File: config.mk
export PLATFORM = sky130hd
export DESIGN_NAME = timer_device
export DESIGN_NICKNAME = d
export VERILOG_FILES = /design/src/rtl/timer_device.sv
export SDC_FILE = /design/constraint.sdc
export NUM_CORES = 1
export LEC_CHECK = 0
export CAP_MARGIN = 20
export CORE_ASPECT_RATIO = 1.25
export CORE_MARGIN = 2
export CORE_UTILIZATION = 45
export DETAILED_ROUTE_END_ITERATION = 8
export PLACE_DENSITY = 0.69
export SLEW_MARGIN = 20
export SYNTH_ARGS = -nofsm -noshare
export SYNTH_HDL_FRONTEND = slang
export SYNTH_SLANG_ARGS = --single-unit
File: constraint.sdc
create_clock -name clk -period 2.8 [get_ports clk]
set_input_delay 0.56 -clock clk [delete_from_list [all_inputs] [get_ports clk]]
set_output_delay 0.56 -clock clk [all_outputs]
set_load 0.005 [all_outputs]
File: src/rtl/timer_device.sv
// timer_device: memory-mapped countdown timer (CTRL/PRESET/COUNT) that drives an interrupt line.
// Define TIMER_PRESCALE_EN to make CTRL[15:8] a writable count prescaler.
module timer_device #(
    parameter int unsigned CNT_W = 32
) (
    input  logic        clk,
    input  logic        reset,
    input  logic [1:0]  Addr,
    input  logic        WE,
    input  logic [31:0] DIN,
    output logic [31:0] DOUT,
    output logic        IRQ
);

    localparam logic [1:0] ADDR_CTRL   = 2'd0;
    localparam logic [1:0] ADDR_PRESET = 2'd1;
    localparam logic [1:0] ADDR_COUNT  = 2'd2;

    localparam logic [1:0] IDLE = 2'd0;
    localparam logic [1:0] LOAD = 2'd1;
    localparam logic [1:0] CNT  = 2'd2;
    localparam logic [1:0] INT  = 2'd3;

    localparam logic [1:0] MODE_AUTO = 2'b01;

    logic [1:0]       state;
    logic             enable;
    logic [1:0]       mode;
    logic             im;
    logic             pending;
    logic [CNT_W-1:0] preset;
    logic [CNT_W-1:0] count;
    logic [7:0]       prescale;
    logic             tick;
    logic             ctrlWr;
    logic             presetWr;

    assign ctrlWr   = WE && (Addr == ADDR_CTRL);
    assign presetWr = WE && (Addr == ADDR_PRESET);

`ifdef TIMER_PRESCALE_EN
    logic [7:0] psCnt;

    // Prescale counter only advances while counting; LOAD and CTRL writes restart it.
    always_ff @(posedge clk) begin
        if (!reset) begin
            prescale <= '0;
            psCnt    <= '0;
        end else begin
            if (ctrlWr) begin
                prescale <= DIN[15:8];
            end
            if (ctrlWr || (state != CNT) || tick) begin
                psCnt <= '0;
            end else begin
                psCnt <= psCnt + 8'd1;
            end
        end
    end

    assign tick = (psCnt == prescale);
`else
    assign prescale = '0;
    assign tick     = 1'b1;
`endif

    always_ff @(posedge clk) begin
        if (!reset) begin
            state   <= IDLE;
            enable  <= 1'b0;
            mode    <= '0;
            im      <= 1'b0;
            pending <= 1'b0;
            preset  <= '0;
            count   <= '0;
        end else begin
            // A CTRL write overrides whatever the state machine would do this edge.
            if (ctrlWr) begin
                enable  <= DIN[0];
                mode    <= DIN[2:1];
                im      <= DIN[3];
                pending <= 1'b0;
                state   <= IDLE;
            end else begin
                case (state)
                    IDLE: begin
                        if (enable) begin
                            state <= LOAD;
                        end
                    end
                    LOAD: begin
                        count   <= preset;
                        pending <= 1'b0;
                        state   <= CNT;
                    end
                    CNT: begin
                        if (tick) begin
                            if (!enable) begin
                                state <= IDLE;
                            end else if (count <= CNT_W'(1)) begin
                                count <= '0;
                                state <= INT;
                            end else begin
                                count <= count - CNT_W'(1);
                            end
                        end
                    end
                    default: begin
                        pending <= 1'b1;
                        if (mode == MODE_AUTO) begin
                            state <= LOAD;
                        end else begin
                            enable <= 1'b0;
                            state  <= IDLE;
                        end
                    end
                endcase
            end

            if (presetWr) begin
                preset <= DIN[CNT_W-1:0];
            end
        end
    end

    always_comb begin
        DOUT = '0;
        case (Addr)
            ADDR_CTRL:   DOUT = {16'h0000, prescale, 4'h0, im, mode, enable};
            ADDR_PRESET: DOUT[CNT_W-1:0] = preset;
            ADDR_COUNT:  DOUT[CNT_W-1:0] = count;
            default:     DOUT = '0;
        endcase
    end

    assign IRQ = im & pending;

endmodule

==> flow_metrics.env, run 1 <==
export IMPL_peakVddDrop_v=0.000525
export IMPL_vias_per_cell=5.88
export IMPL_tightest_slew_ns=0.555
export IMPL_antenna_found_initial=0
export IMPL_hp_class="register to register"
export IMPL_drv_slew=0
export IMPL_clock_root_buffer="clkbuf_8"
export IMPL_setup_viol=0
export IMPL_wl_per_cell_um=17.3
export IMPL_synth_commonest_cells="100 x nand2_1, 71 x dfxtp_1, 68 x a21oi_1"
export IMPL_grtUsageTotal_pct=27.6
export IMPL_grt_pass1_wl_um=20700
export IMPL_ys_ff_latch=71
export IMPL_gp_congestion=0.891
export IMPL_powerDensity_mw_per_mm2=867
export IMPL_cts_buffers=9
export IMPL_die_area_mm2=0.00974
export IMPL_layout_drive_gt1_share_pct=12.4
export IMPL_overflow=0
export IMPL_grt_max_degree=53
export IMPL_vias=4392
export IMPL_hold_viol=0
export IMPL_crit_fanout=19
export IMPL_initial_core_util_pct=46.4
export IMPL_crit_type="register to register"
export IMPL_synth_edf_count=0
export IMPL_syn_to_final_growth_pct=31.5
export IMPL_syn_nets=582
export IMPL_h_tree_depth=3
export IMPL_fp_dieW_um=88.7
export IMPL_finalNetCount=667
export IMPL_rows=38
export IMPL_clock_fmax_mhz=377
export IMPL_syn_area_per_cell_um2=7.49
export IMPL_syn_inst=539
export IMPL_stdcell_area_mm2=0.00531
export IMPL_drc_errors=0
export IMPL_rsz0062_at_grt="false"
export IMPL_status="completed"
export IMPL_cp_arrival_ns=2.89
export IMPL_synth_cell_type_count=54
export IMPL_synth_ff_type="dfxtp_1"
export IMPL_synth_top_cell_area_share_pct=35.2
export IMPL_yosys_area_top_type="dfxtp_1"
export IMPL_synth_area_mm2=0.00404
export IMPL_placed_area_mm2=0.00513
export IMPL_cts_sinks=71
export IMPL_clk_pin_slew_ns=0.07
export IMPL_portBuffers=69
export IMPL_skew_ns=0.00878
export IMPL_design_core_area_mm2=0.00870
export IMPL_cts_setup_buffers=0
export IMPL_dieHeight_um=110
export IMPL_wirelength_um=13000
export IMPL_post_synth_top_count_cell="nand2_1"
export IMPL_ys_warn_count=0
export IMPL_drtIter0Drc=344
export IMPL_crit_path_start_kind="register"
export IMPL_io_pins=70
export IMPL_utilization_pct=61.0
export IMPL_cts_tree="built"
export IMPL_grt_pass1_vias=4155
export IMPL_endpoint_kind="register"
export IMPL_clk_latency_ns=0.35
export IMPL_first_pass_iters=4
export IMPL_postSynth_asyncResetShare_pct=0
export IMPL_yosys_top_cells_area="dfxtp_1 35%, nand2_1 9.3%, a21oi_1 8.4%"
export IMPL_worst_slew_margin_rel_pct=62.7
export IMPL_maxCapViolations=0
export IMPL_ant_nets=0
export IMPL_leakagePower_uw=0.00201
export IMPL_ys_seq_area_share_pct=35.2
export IMPL_cts_buffer_depth=2
export IMPL_worstPathRequired_ns=3.04
export IMPL_place_hpwl_um=9150
export IMPL_fin_crit_sh_pct=94.8
export IMPL_nFillCells=813
export IMPL_antenna_cells=0
export IMPL_period_minus_slack_ns=2.65
-- routing by layer --
metal  share of wire [%]  GRT usage (%)  vias to the layer above
met5                   0              0                        -
met4                 2.3           12.8                        0
met3                 5.1           4.13                       24
met2                  48           45.0                      154
met1                  44           35.4                     2084
li1                    -              -                     2130
-- timing repair --
item,4_1_cts,5_1_grt
pin swaps,0,0
setup endpoints to repair,4,36
gates resized for setup,0,8
hold buffers,0,0
-- cells by family after synthesis --
family | share of synthesized area [%]
AOI/OAI and AO/OA | 28.0
DFF | 35.2
and+or+nand+nor | 27.3
muxes | 1.74
buffers and inverters | 5.86
adders and majority gates | 1.86
-- flip-flops by register name (all words and copies together) (netlist names) --
register	count
mode	2
pending	1
preset	32
im	1
enable	1
count	32
state	2
-- metrics by stage --
step | instances | setup slack [ns] | total power [uW] | TNS (ns) | hold slack, ns
6_report | 747 | 0.145 | 4600 | 0 | 0.473
5_1_grt | 747 | 0.0249 | 4880 | 0 | 0.500
4_1_cts | 747 | -0.0196 | 4570 | -0.0412 | 0.473
3_5_place_dp | 733 | -0.0118 | 3880 | -0.0138 | 0.463
3_3_place_gp | 733 | 0.0310 | 3860 | 0 | 0.462
2_1_floorplan | 539 | 0.230 | 2730 | 0 | 0.444
-- final cells by class --
type | count | area (um2) | area share (%)
Multi-Input combinational cell | 412 | 2400 | 45.2
Timing Repair Buffer | 120 | 1150 | 21.7
Clock inverter | 2 | 10.0 | 0.189
Tap cell | 120 | 150 | 2.83
Inverter | 10 | 37.5 | 0.708
Sequential cell | 71 | 1420 | 26.8
Clock buffer | 12 | 135 | 2.55
-- cell usage in the layout (no fill, tap or decap), types with 9 or more instances in the layout --
cell type        synthesis  layout
nand2_1                100     100
dfxtp_1                 71      71
a21oi_1                 68      68
clkdlybuf4s50_1          0      67
buf_4                    0      44
a22o_1                  30      30
nor2_1                  27      27
nor3_1                  21      21
o21ai_0                 20      20
nand3_1                 13      13
or4_1                   12      12
o21ai_1                 10      10
inv_1                    9       9
nor4_1                  10       9
clkbuf_8                 0       9
-- path summary, 6_finish.rpt --
kind                      to  cells after the start       start  slack, ns
setup / recovery   count[22]                      8   count[18]       0.15
setup reg to reg   count[22]                      8   count[18]       0.15
hold / removal    preset[22]                      2  preset[22]       0.47
hold reg to reg   preset[22]                      2  preset[22]       0.47
-- where the power goes --
part | leakage, uW | total [uW] | switching [uW] | internal (uW)
registers | 0.000576 | 1180 | 85.6 | 1090
logic | 0.00136 | 2750 | 1590 | 1160
clock network | 0.0000761 | 676 | 366 | 310
-- critical path, stage by stage, from the launching register on --
cell,delay (ns)
dfxtp_1,0.36
or4_1,0.57
or4_4,0.62
o31ai_4,0.28
buf_12,0.20
buf_4,0.16
o32ai_1,0.08
a22oi_1,0.20
nor2_1,0.06
(Power assumes the default switching activity.)
==> run 2, diff against run 1 <==
--- a/config.mk
+++ b/config.mk
@@ -6,11 +6,11 @@
 export NUM_CORES = 1
 export LEC_CHECK = 0
 export CAP_MARGIN = 20
-export CORE_ASPECT_RATIO = 1.25
+export CORE_ASPECT_RATIO = 0.9
 export CORE_MARGIN = 2
-export CORE_UTILIZATION = 45
+export CORE_UTILIZATION = 50
 export DETAILED_ROUTE_END_ITERATION = 8
-export PLACE_DENSITY = 0.69
+export PLACE_DENSITY = 0.75
 export SLEW_MARGIN = 20
 export SYNTH_ARGS = -nofsm -noshare
 export SYNTH_HDL_FRONTEND = slang
==> flow_metrics.env, run 2 (synthesis gave the netlist of run 1 again) <==
export IMPL_finalNetCount=664
export IMPL_clock_fmax_mhz=374
export IMPL_period_minus_slack_ns=2.68
export IMPL_drtIter0Drc=314
export IMPL_h_tree_depth=3
export IMPL_syn_to_final_growth_pct=31.4
export IMPL_overflow=0
export IMPL_peakVddDrop_v=0.000571
export IMPL_min_to="count[31]"
export IMPL_cts_setup_buffers=0
export IMPL_drv_slew=0
export IMPL_powerDensity_mw_per_mm2=892
export IMPL_stdcell_area_mm2=0.00530
export IMPL_crit_fanout=11
export IMPL_hp_class="register to register"
export IMPL_reg2reg_depth=7
export IMPL_postCtsHoldBufs=0
export IMPL_clock_root_buffer="clkbuf_8"
export IMPL_cts_sinks=71
export IMPL_ff2ff_setup_slack_ns=0.12
export IMPL_design_core_area_mm2=0.00795
export IMPL_placed_area_mm2=0.00505
export IMPL_grtUsageTotal_pct=28.1
export IMPL_p_clk_share_pct=20.3
export IMPL_path_cells="or4_1 -> or4_4 -> o31ai_4 -> buf_12 -> a21oi_2 -> o21a_1 -> o31a_1"
export IMPL_rsz0062_at_grt="false"
export IMPL_drc_errors=0
export IMPL_worst_hold_path_num_cells=2
export IMPL_worstPathRequired_ns=3.04
export IMPL_dieHeight_um=89.2
export IMPL_tightest_slew_ns=0.465
export IMPL_gp_congestion=0.910
export IMPL_fp_dieW_um=98.7
export IMPL_rows=31
export IMPL_skew_ns=0.00982
export IMPL_p_int_uw=2720
export IMPL_mostFrequentLayoutCells="100 x nand2_1, 71 x dfxtp_1, 68 x a21oi_1"
export IMPL_utilization_pct=66.7
export IMPL_crit_slowest_cell="or4_1"
export IMPL_initial_core_util_pct=50.7
export IMPL_wl_per_cell_um=16.8
export IMPL_endpoint_kind="register"
export IMPL_slowest_delay_ns=0.65
export IMPL_crit_path_start_kind="register"
export IMPL_fin_ws_ns=0.123
export IMPL_layout_area_seq_mm2=0.00142
export IMPL_antenna_found_initial=0
export IMPL_swShare_pct=42.4
export IMPL_r2r_start="count[16]"
export IMPL_maxCapViolations=0
export IMPL_largestRegisters="count x32, preset x32"
export IMPL_status="completed"
export IMPL_crit_type="register to register"
export IMPL_grt_pass1_wl_um=19800
export IMPL_cp_arrival_ns=2.92
export IMPL_min_from="preset[31]"
export IMPL_layout_drive_gt1_share_pct=12.6
export IMPL_multi_input_area_mm2=0.00239
export IMPL_cts_tree="built"
export IMPL_ant_nets=0
export IMPL_place_hpwl_um=8770
export IMPL_portBuffers=69
export IMPL_nFillCells=698
export IMPL_final_common_cell="nand2_1"
export IMPL_setup_tns_final_ns=0
export IMPL_antenna_cells=0
export IMPL_clk_latency_ns=0.36
export IMPL_io_pins=70
export IMPL_cts_buffers=9
export IMPL_cts_buffer_depth=2
export IMPL_hold_viol=0
export IMPL_wirelength_um=12200
export IMPL_dpl_worst_slack_ns=-0.0544
export IMPL_seqPwrFrac_pct=24.8
export IMPL_worst_slew_margin_rel_pct=68.7
export IMPL_vias=4372
export IMPL_grt_max_degree=30
export IMPL_ctsResizeCount=7
export IMPL_r2r_end="count[20]"
export IMPL_leakagePower_uw=0.00201
export IMPL_die_area_mm2=0.00881
export IMPL_grt_pass1_vias=3988
export IMPL_vias_per_cell=6.03
export IMPL_pwr_share_comb_pct=54.9
export IMPL_setup_viol=0
export IMPL_clk_pin_slew_ns=0.08
export IMPL_first_pass_iters=5
export IMPL_switching_power_uw=2010
export IMPL_fin_crit_sh_pct=95.6
[run 2: worst max path at each step]
stage | slack (ns) | from | cells past startpoint | endpoint
2_1_floorplan | 0.23 | count[16] | 8 | count[26]
3_3_place_gp | -0.03 | Addr[1] | 5 | DOUT[20]
3_5_place_dp | -0.05 | Addr[1] | 5 | DOUT[20]
4_1_cts | 0.14 | count[16] | 7 | count[20]
5_1_grt | 0.07 | count[8] | 8 | state[0]
6_report | 0.12 | count[16] | 7 | count[20]
[run 2: per-layer routing]
layer / vias to the layer above / GRT usage, % / share of wire, %
met5: - / 0 / 0
met4: 0 / 7.72 / 1.3
met3: 16 / 5.79 / 7.0
met2: 168 / 46.3 / 47
met1: 2066 / 38.0 / 45
li1: 2122 / - / -
[run 2: power by group through the flow]
stage | combinational [uW] | sequential [uW] | clock [uW]
CTS | 2540 | 1170 | 969
finish | 2590 | 1170 | 960
floorplan | 1550 | 1180 | 0
global route | 2810 | 1190 | 1010
global placement | 2510 | 1190 | 0
detailed placement | 2520 | 1200 | 0
[run 2: final cells by class]
cell class | instances | area share (%)
flip-flops and latches | 71 | 26.8
inverters | 10 | 0.708
clock inverters | 5 | 1.51
well taps | 99 | 2.34
repair buffers | 117 | 20.7
clock buffers | 11 | 2.85
multi-input cells | 412 | 45.1
[run 2: through the flow]
stage | instances | total power, uW | hold slack [ns]
floorplan | 539 | 2730 | 0.444
global placement | 709 | 3700 | 0.461
detailed placement | 709 | 3720 | 0.467
CTS | 725 | 4680 | 0.477
global route | 725 | 5010 | 0.500
finish | 725 | 4730 | 0.476
[run 2: worst max-delay path: cells and delay by family, from the launching register on]
kind | cells | cell delay [ns]
and+or+nand+nor | 2 | 1.27
AOI/OAI and AO/OA | 4 | 0.79
DFF | 1 | 0.33
buffers and inverters | 1 | 0.17
